===== config.mk =====
export PLATFORM = sky130hd
export DESIGN_NAME = prog_loader_flat
export DESIGN_NICKNAME = d
export VERILOG_FILES = /design/src/rtl/simd_pkg.sv /design/src/rtl/prog_loader_if.sv /design/src/rtl/prog_loader_byte_packer.sv /design/src/rtl/prog_loader.sv /design/src/flat_wrapper.sv
export SDC_FILE = /design/constraint.sdc
export NUM_CORES = 1
export LEC_CHECK = 0
export BUFFER_PORTS_ARGS = -buffer_cell sky130_fd_sc_hd__buf_4
export CORE_MARGIN = 2
export CORE_UTILIZATION = 53
export CTS_BUF_LIST = sky130_fd_sc_hd__clkbuf_16
export CTS_CLUSTER_SIZE = 25
export DETAILED_ROUTE_END_ITERATION = 12
export GPL_TIMING_DRIVEN = 0
export HOLD_SLACK_MARGIN = 0.1
export PLACE_DENSITY = 0.77
export SLEW_MARGIN = 20
export SYNTH_ARGS = -nofsm -noshare
export SYNTH_HDL_FRONTEND = slang
export SYNTH_SLANG_ARGS = --single-unit

===== constraint.sdc =====
create_clock -name clk -period 3 [get_ports clk]
set_clock_uncertainty 0.15 [all_clocks]
set_input_delay 0.15 -clock clk [delete_from_list [all_inputs] [get_ports clk]]
set_output_delay 0.15 -clock clk [all_outputs]
set_load 0.02 [all_outputs]

===== src/rtl/simd_pkg.sv =====
// Shared definitions for the program loader: default instruction width,
// loader state encoding and the per-state output flag set.
package simd_pkg;

   localparam int INSTRUCTION_SIZE_DEFAULT = 24;

   typedef enum logic [2:0] {
      IDLE,
      RECV,
      WRITE,
      DONE,
      ERR
   } loader_state_t;

   // Every status output is a pure function of the state being entered,
   // so the FSM loads this struct on the same edge as the state register.
   typedef struct packed {
      logic byte_ready;
      logic imem_we;
      logic busy;
      logic done;
      logic err;
      logic cpu_rst_n;
   } loader_flags_t;

   function automatic loader_flags_t state_flags(input loader_state_t s);
      loader_flags_t f;
      f = '0;
      case (s)
         RECV:  begin f.byte_ready = 1'b1; f.busy = 1'b1; end
         WRITE: begin f.imem_we = 1'b1; f.busy = 1'b1; end
         DONE:  begin f.done = 1'b1; f.cpu_rst_n = 1'b1; end
         ERR:   f.err = 1'b1;
         default: ;
      endcase
      return f;
   endfunction

endpackage


===== src/rtl/prog_loader_if.sv =====
// Host byte stream plus instruction-memory write port of the program loader.
interface prog_loader_if #(
   parameter int instructionSize = 24,
   parameter int addrBits        = 8
);
   logic                       byte_valid;
   logic [7:0]                 byte_data;
   logic                       byte_ready;
   logic                       imem_we;
   logic [addrBits-1:0]        imem_addr;
   logic [instructionSize-1:0] imem_wdata;

   // Host / bench side: supplies bytes, observes the memory writes.
   modport master (
      output byte_valid, byte_data,
      input  byte_ready, imem_we, imem_addr, imem_wdata
   );

   // Loader side: consumes bytes, drives the memory write port.
   modport slave (
      input  byte_valid, byte_data,
      output byte_ready, imem_we, imem_addr, imem_wdata
   );
endinterface


===== src/rtl/prog_loader_byte_packer.sv =====
// Assembles consecutive bytes into one instruction word, first byte ending
// up in the most significant position.
module byte_packer #(
   parameter int instructionSize = 24
) (
   input  logic                       clk,
   input  logic                       rst,
   input  logic                       clear,
   input  logic                       shift,
   input  logic [7:0]                 byte_in,
   output logic [instructionSize-1:0] word,
   output logic                       full
);
   localparam int BYTES = instructionSize / 8;
   localparam int CW    = $clog2(BYTES + 1);

   logic [CW-1:0] cnt;

   // Flags the byte that completes the word, in the cycle it is accepted,
   // so the FSM can enter WRITE on that very edge.
   assign full = shift && (cnt == CW'(BYTES - 1));

   // Shift register and byte counter; counter restarts on clear.
   always_ff @(posedge clk or negedge rst) begin
      if (!rst) begin
         word <= '0;
         cnt  <= '0;
      end else begin
         // NOTE: state flops use non-blocking assignments so every flop in
         // the design samples pre-edge values regardless of block order.
         if (clear)
            cnt <= '0;
         else if (shift)
            cnt <= cnt + 1'b1;
         if (shift)
            word <= (word << 8) | instructionSize'(byte_in);
      end
   end

endmodule


===== src/rtl/prog_loader.sv =====
// Program loader: receives a byte stream from the host, packs it into
// instructions, writes them to instruction memory and then releases the CPU.
module prog_loader
   import simd_pkg::*;
#(
   parameter int instructionSize = INSTRUCTION_SIZE_DEFAULT,
   parameter int memDepth        = 256,
   parameter int addrBits        = 8
) (
   input  logic              clk,
   input  logic              rst,
   input  logic              start,
   input  logic [addrBits:0] count,
   prog_loader_if.slave      bus,
   output logic              cpu_rst_n,
   output logic              busy,
   output logic              done,
   output logic              err
);
   localparam logic [addrBits:0] DEPTH = (addrBits + 1)'(memDepth);

   loader_state_t              state;
   loader_flags_t              flags;
   logic [addrBits-1:0]        addr;
   logic [addrBits:0]          total;
   logic [instructionSize-1:0] word;
   logic                       xfer;
   logic                       word_full;
   logic                       count_ok;
   logic                       launch;
   logic                       pack_clear;

   assign xfer       = bus.byte_valid && flags.byte_ready;
   assign count_ok   = (count != '0) && (count <= DEPTH);
   assign launch     = start && (state == IDLE || state == DONE || state == ERR);
   // Byte counter restarts for every fresh load and after every word write.
   assign pack_clear = (launch && count_ok) || (state == WRITE);

   byte_packer #(
      .instructionSize(instructionSize)
   ) u_packer (
      .clk    (clk),
      .rst    (rst),
      .clear  (pack_clear),
      .shift  (xfer),
      .byte_in(bus.byte_data),
      .word   (word),
      .full   (word_full)
   );

   assign bus.byte_ready = flags.byte_ready;
   assign bus.imem_we    = flags.imem_we;
   assign bus.imem_addr  = addr;
   assign bus.imem_wdata = word;
   assign cpu_rst_n      = flags.cpu_rst_n;
   assign busy           = flags.busy;
   assign done           = flags.done;
   assign err            = flags.err;

   // Load sequencer with registered status flags.
   always_ff @(posedge clk or negedge rst) begin
      if (!rst) begin
         // NOTE: every control flop is reset here, so an abort mid-load
         // leaves no stale address, count or pending write behind.
         state <= IDLE;
         flags <= state_flags(IDLE);
         addr  <= '0;
         total <= '0;
      end else begin
         case (state)
            IDLE, DONE, ERR: begin
               if (start) begin
                  if (count_ok) begin
                     state <= RECV;
                     flags <= state_flags(RECV);
                     addr  <= '0;
                     total <= count;
                  end else begin
                     state <= ERR;
                     flags <= state_flags(ERR);
                  end
               end
            end
            RECV: begin
               if (xfer && word_full) begin
                  state <= WRITE;
                  flags <= state_flags(WRITE);
               end
            end
            WRITE: begin
               addr <= addr + 1'b1;
               if (({1'b0, addr} + 1'b1) == total) begin
                  state <= DONE;
                  flags <= state_flags(DONE);
               end else begin
                  state <= RECV;
                  flags <= state_flags(RECV);
               end
            end
            default: begin
               state <= IDLE;
               flags <= state_flags(IDLE);
            end
         endcase
      end
   end

endmodule

===== src/flat_wrapper.sv =====
// flat-port wrapper written by rule: the top's interface ports become plain ports
module prog_loader_flat import simd_pkg::*;
#(
   parameter int instructionSize = INSTRUCTION_SIZE_DEFAULT,
   parameter int memDepth        = 256,
   parameter int addrBits        = 8
)
  (clk, rst, start, count, cpu_rst_n, busy, done, err, bus_byte_valid, bus_byte_data, bus_byte_ready, bus_imem_we, bus_imem_addr, bus_imem_wdata);
  prog_loader_if #(.instructionSize(instructionSize), .addrBits(addrBits)) bus_i ();
  input  logic clk;
  input  logic rst;
  input  logic start;
  input  logic [addrBits:0] count;
  output logic cpu_rst_n;
  output logic busy;
  output logic done;
  output logic err;
  input wire logic [$bits(bus_i.byte_valid)-1:0] bus_byte_valid;
  input wire logic [$bits(bus_i.byte_data)-1:0] bus_byte_data;
  output wire logic [$bits(bus_i.byte_ready)-1:0] bus_byte_ready;
  output wire logic [$bits(bus_i.imem_we)-1:0] bus_imem_we;
  output wire logic [$bits(bus_i.imem_addr)-1:0] bus_imem_addr;
  output wire logic [$bits(bus_i.imem_wdata)-1:0] bus_imem_wdata;
  assign bus_i.byte_valid = bus_byte_valid;
  assign bus_i.byte_data = bus_byte_data;
  assign bus_byte_ready = bus_i.byte_ready;
  assign bus_imem_we = bus_i.imem_we;
  assign bus_imem_addr = bus_i.imem_addr;
  assign bus_imem_wdata = bus_i.imem_wdata;
  prog_loader #(.instructionSize(instructionSize), .memDepth(memDepth), .addrBits(addrBits)) u_core (.clk(clk), .rst(rst), .start(start), .count(count), .bus(bus_i), .cpu_rst_n(cpu_rst_n), .busy(busy), .done(done), .err(err));
endmodule

==> metrics <==
commonest cells after routing, fill and taps aside=60 x buf_4, 50 x dfrtp_1, 33 x mux2_2; hold path start=bus_byte_valid; CTS Buffer Depth=2; proportion of power drawn by flip-flops and latches=38.2%; detailed placer's ending HPWL=between 3000 and 4000 µm; post-layout instance count excluding filler cells=346; Max Transition Viols Final=0; startpoint type of the worst setup path=flop; worst reg2reg path depth=8; IO Port Bufs=58; max-cap check violation count=0; worst-skew pair later-pin latency=approximately 280 ps; worst min path class=in2reg; number of nets with antenna violations after detailed routing=0; Clock transition at path regs=70 ps; count of placed standard cells including taps=roughly 320; fraction of final layout cells sized beyond drive strength 1=a little over a third; number of buffers created by CTS=5; R2R Setup Slk=between 150 and 200 ps; VDD IR max=approximately 0.7 mV; per-instance average area after synthesis=roughly 12 µm²; number of filler instances in the final layout=approximately 310; Setup WS pre-CTS=around 160 ps; count of final setup violators=0; net switching power of the design=1.04 mW; final number of hold-violating endpoints=0; peak fanout along the critical path=9; width of the die=71.6 µm; pin slew with the least headroom to its limit=632 ps; critical path class=reg2reg; floorplan row count=24; 1st-iter DRT viols=between 80 and 90; setup repair after global routing missed its margin=no; capture point of the worst reg-to-reg path=u_core.bus.byte_ready$_DFFE_PN0P_; number of remaining DRC errors=0; Data arrival, critical path=~2800 ps; synthesized cell area=2420 µm²; sequential element share of the synthesized area=around half; fraction of the cycle the final worst path needs=~95%; Power Total=roughly 3.0 mW; RePlAce Congestion=around 0.79; power density of the placed cells=around 910 nW/µm²; FF+latch count, synth=50; count of H-tree levels built during CTS=2; nets in the synthesized netlist=232; grt total ovfl=0; Max Fclk=about 350 MHz; Hold Crit Endpoint=u_core.state[0]$_DFFE_PN0P_; fraction of power spent switching nets=a little over a third; CTS tree=done; Total GRT Usage=between 20% and 30%; count of mapped cells out of synthesis=209; global-route wire length before repair=8850 µm; share of total power in the clock network=21.3%; antenna cell count=0; final wirelength=5340 µm; vias post-DR=1,882; leakage=1.52 nW; required time at the worst-slack endpoint=2980 ps; Comb power frac=40.5%; critical path endpoint category=flop; die area=approximately 5000 µm²; setup slack of the critical path after layout=about 160 ps; total negative slack for setup checks=0 ps; worst reg2reg startpoint=u_core.bus.imem_addr[0]$_DFFE_PN0P_; worst hold stages=4; core area=~4400 µm²; Vias/cell=around 5.4; router iterations before antenna repair=4; commonest non-fill, non-tap cell in the layout=buf_4; signed area change from the synthesized netlist to the final layout=35.4%; internal portion of total power=just under 2 mW; number of sinks driven by the clock tree=50; Layout Nets=316; Avg WL per Cell=between 15 and 20 µm; via count of the first global-routing pass=around 1.9k; y dimension of the die=about 70 µm; result of the run=complete, no violations; effective utilization at floorplan=55.3%; distinct cell type count of the synthesized netlist=40; clock tree root driver cell=clkbuf_16; IO Count=59; worst rel slew slack=57.9%; maximum number of pins on one net before global-route repair=between 50 and 60; number of antenna violations at the first check in global routing=0; count of warnings emitted by yosys=0; shortest period the worst path allows=between 2000 and 3000 ps
-- cell type report --
class,count,area [µm²],share of cell area [%]
inverters,6,22.5,0.686
repair buffers,77,626,19.1
well taps,52,65.1,1.98
clock inverters,3,41.3,1.26
multi-input cells,141,1080,33.0
plain buffers,12,67.6,2.06
flip-flops and latches,50,1250,38.1
clock buffers,5,125,3.81
-- state kept, by name (all words and copies together) (netlist names) --
register,count
u_core.bus.byte_ready,1
u_core.bus.imem_addr,8
u_core.bus.imem_we,1
u_core.busy,1
u_core.cpu_rst_n,1
u_core.state,3
u_core.total,9
u_core.u_packer.cnt,2
u_core.u_packer.word,24
-- cell families (layout without fill, tap and decap cells) --
group	Yosys count	after routing	synth area share, %
compound gates	38	38	9.96
xor+xnor	13	13	4.70
fa+ha+maj	2	2	1.03
buf+inv	18	103	3.72
flops	50	50	51.6
mux	34	34	15.7
simple gates	54	54	13.2
-- Yosys cell counts (all sizes together) --
cell type  instances  area share, %
a211oi             1           0.52
a21boi             1           0.31
a21oi              6            1.2
a22o               3            1.1
a22oi              1           0.31
a31oi              4            1.0
and2               2           0.52
and3               6            1.5
and3b              2           0.72
buf                4            1.5
clkbuf             8            1.2
dfrtp             50             52
ha                 2            1.0
inv                6           0.93
mux2              33             15
mux2i              1           0.41
nand2             16            2.5
nand2b             5            1.3
nand3              5            1.5
nand3b             2           0.62
nand4              2           0.77
nand4bb            1           0.46
nor2               3           0.46
nor2b              3           0.77
nor3               1           0.21
nor3b              1           0.31
nor4               3           0.77
o211a              1           0.41
o211ai             3           0.93
o21ai             14            2.9
o22ai              2           0.52
o2bb2ai            1           0.36
o41ai              1           0.36
or2                1           0.26
or4                1           0.46
xnor2              8            2.9
xor2               5            1.8
-- how the worst max path moves through the flow --
| stage | to | depth (start not counted) | start |
|---|---|---|---|
| final | u_core.bus.byte_ready$_DFFE_PN0P_ | 8 | u_core.bus.imem_addr[0]$_DFFE_PN0P_ |
| after global routing | u_core.bus.byte_ready$_DFFE_PN0P_ | 8 | u_core.bus.imem_addr[0]$_DFFE_PN0P_ |
| after CTS | u_core.bus.byte_ready$_DFFE_PN0P_ | 8 | u_core.bus.imem_addr[0]$_DFFE_PN0P_ |
| after detailed placement | u_core.bus.byte_ready$_DFFE_PN0P_ | 8 | u_core.bus.imem_addr[0]$_DFFE_PN0P_ |
| after global placement | u_core.bus.byte_ready$_DFFE_PN0P_ | 8 | u_core.bus.imem_addr[0]$_DFFE_PN0P_ |
| after floorplan | u_core.bus.byte_ready$_DFFE_PN0P_ | 8 | u_core.bus.imem_addr[0]$_DFFE_PN0P_ |
-- through the flow --
step	utilization, %	hold WS [ps]	instance area (µm²)
2_1_floorplan	-	-296	2420
3_3_place_gp	66.7	61.3	2920
3_5_place_dp	66.7	64.3	2920
4_1_cts	74.8	222	3280
5_1_grt	74.8	276	3280
6_report	74.8	224	3280
-- routing by layer --
| metal | vias up | global-route usage [%] | wire, µm |
|---|---|---|---|
| met1 | 910 | 28.7 | 2320 |
| met2 | 56 | 36.4 | 2570 |
| met4 | 0 | 6.50 | 74 |
| met3 | 8 | 6.19 | 368 |
| li1 | 908 | - | - |
| met5 | - | 0 | 0 |
-- worst max-delay path, stage by stage (launching register included) --
cell      delay, ps
dfrtp_1         470
ha_1            180
clkbuf_1        290
and2_1          310
nand4_2         130
xnor2_1         140
or4_4           480
a211oi_2        390
o211ai_1        140
-- power groups by stage --
stage	combinational [mW]	sequential, mW	clock (mW)
5_1_grt	1.31	1.18	0.663
6_report	1.21	1.14	0.637
4_1_cts	1.22	1.14	0.647
3_3_place_gp	1.17	1.13	0
2_1_floorplan	0.532	1.34	0
3_5_place_dp	1.19	1.15	0
-- repair_timing --
| item | CTS | global route |
|---|---|---|
| resized for setup | 0 | 0 |
| endpoints found under the hold margin | 68 | 0 |
| buffers inserted | 0 | 0 |
| hold buffers | 19 | 0 |
No activity file was read; power rests on OpenSTA's default activity.
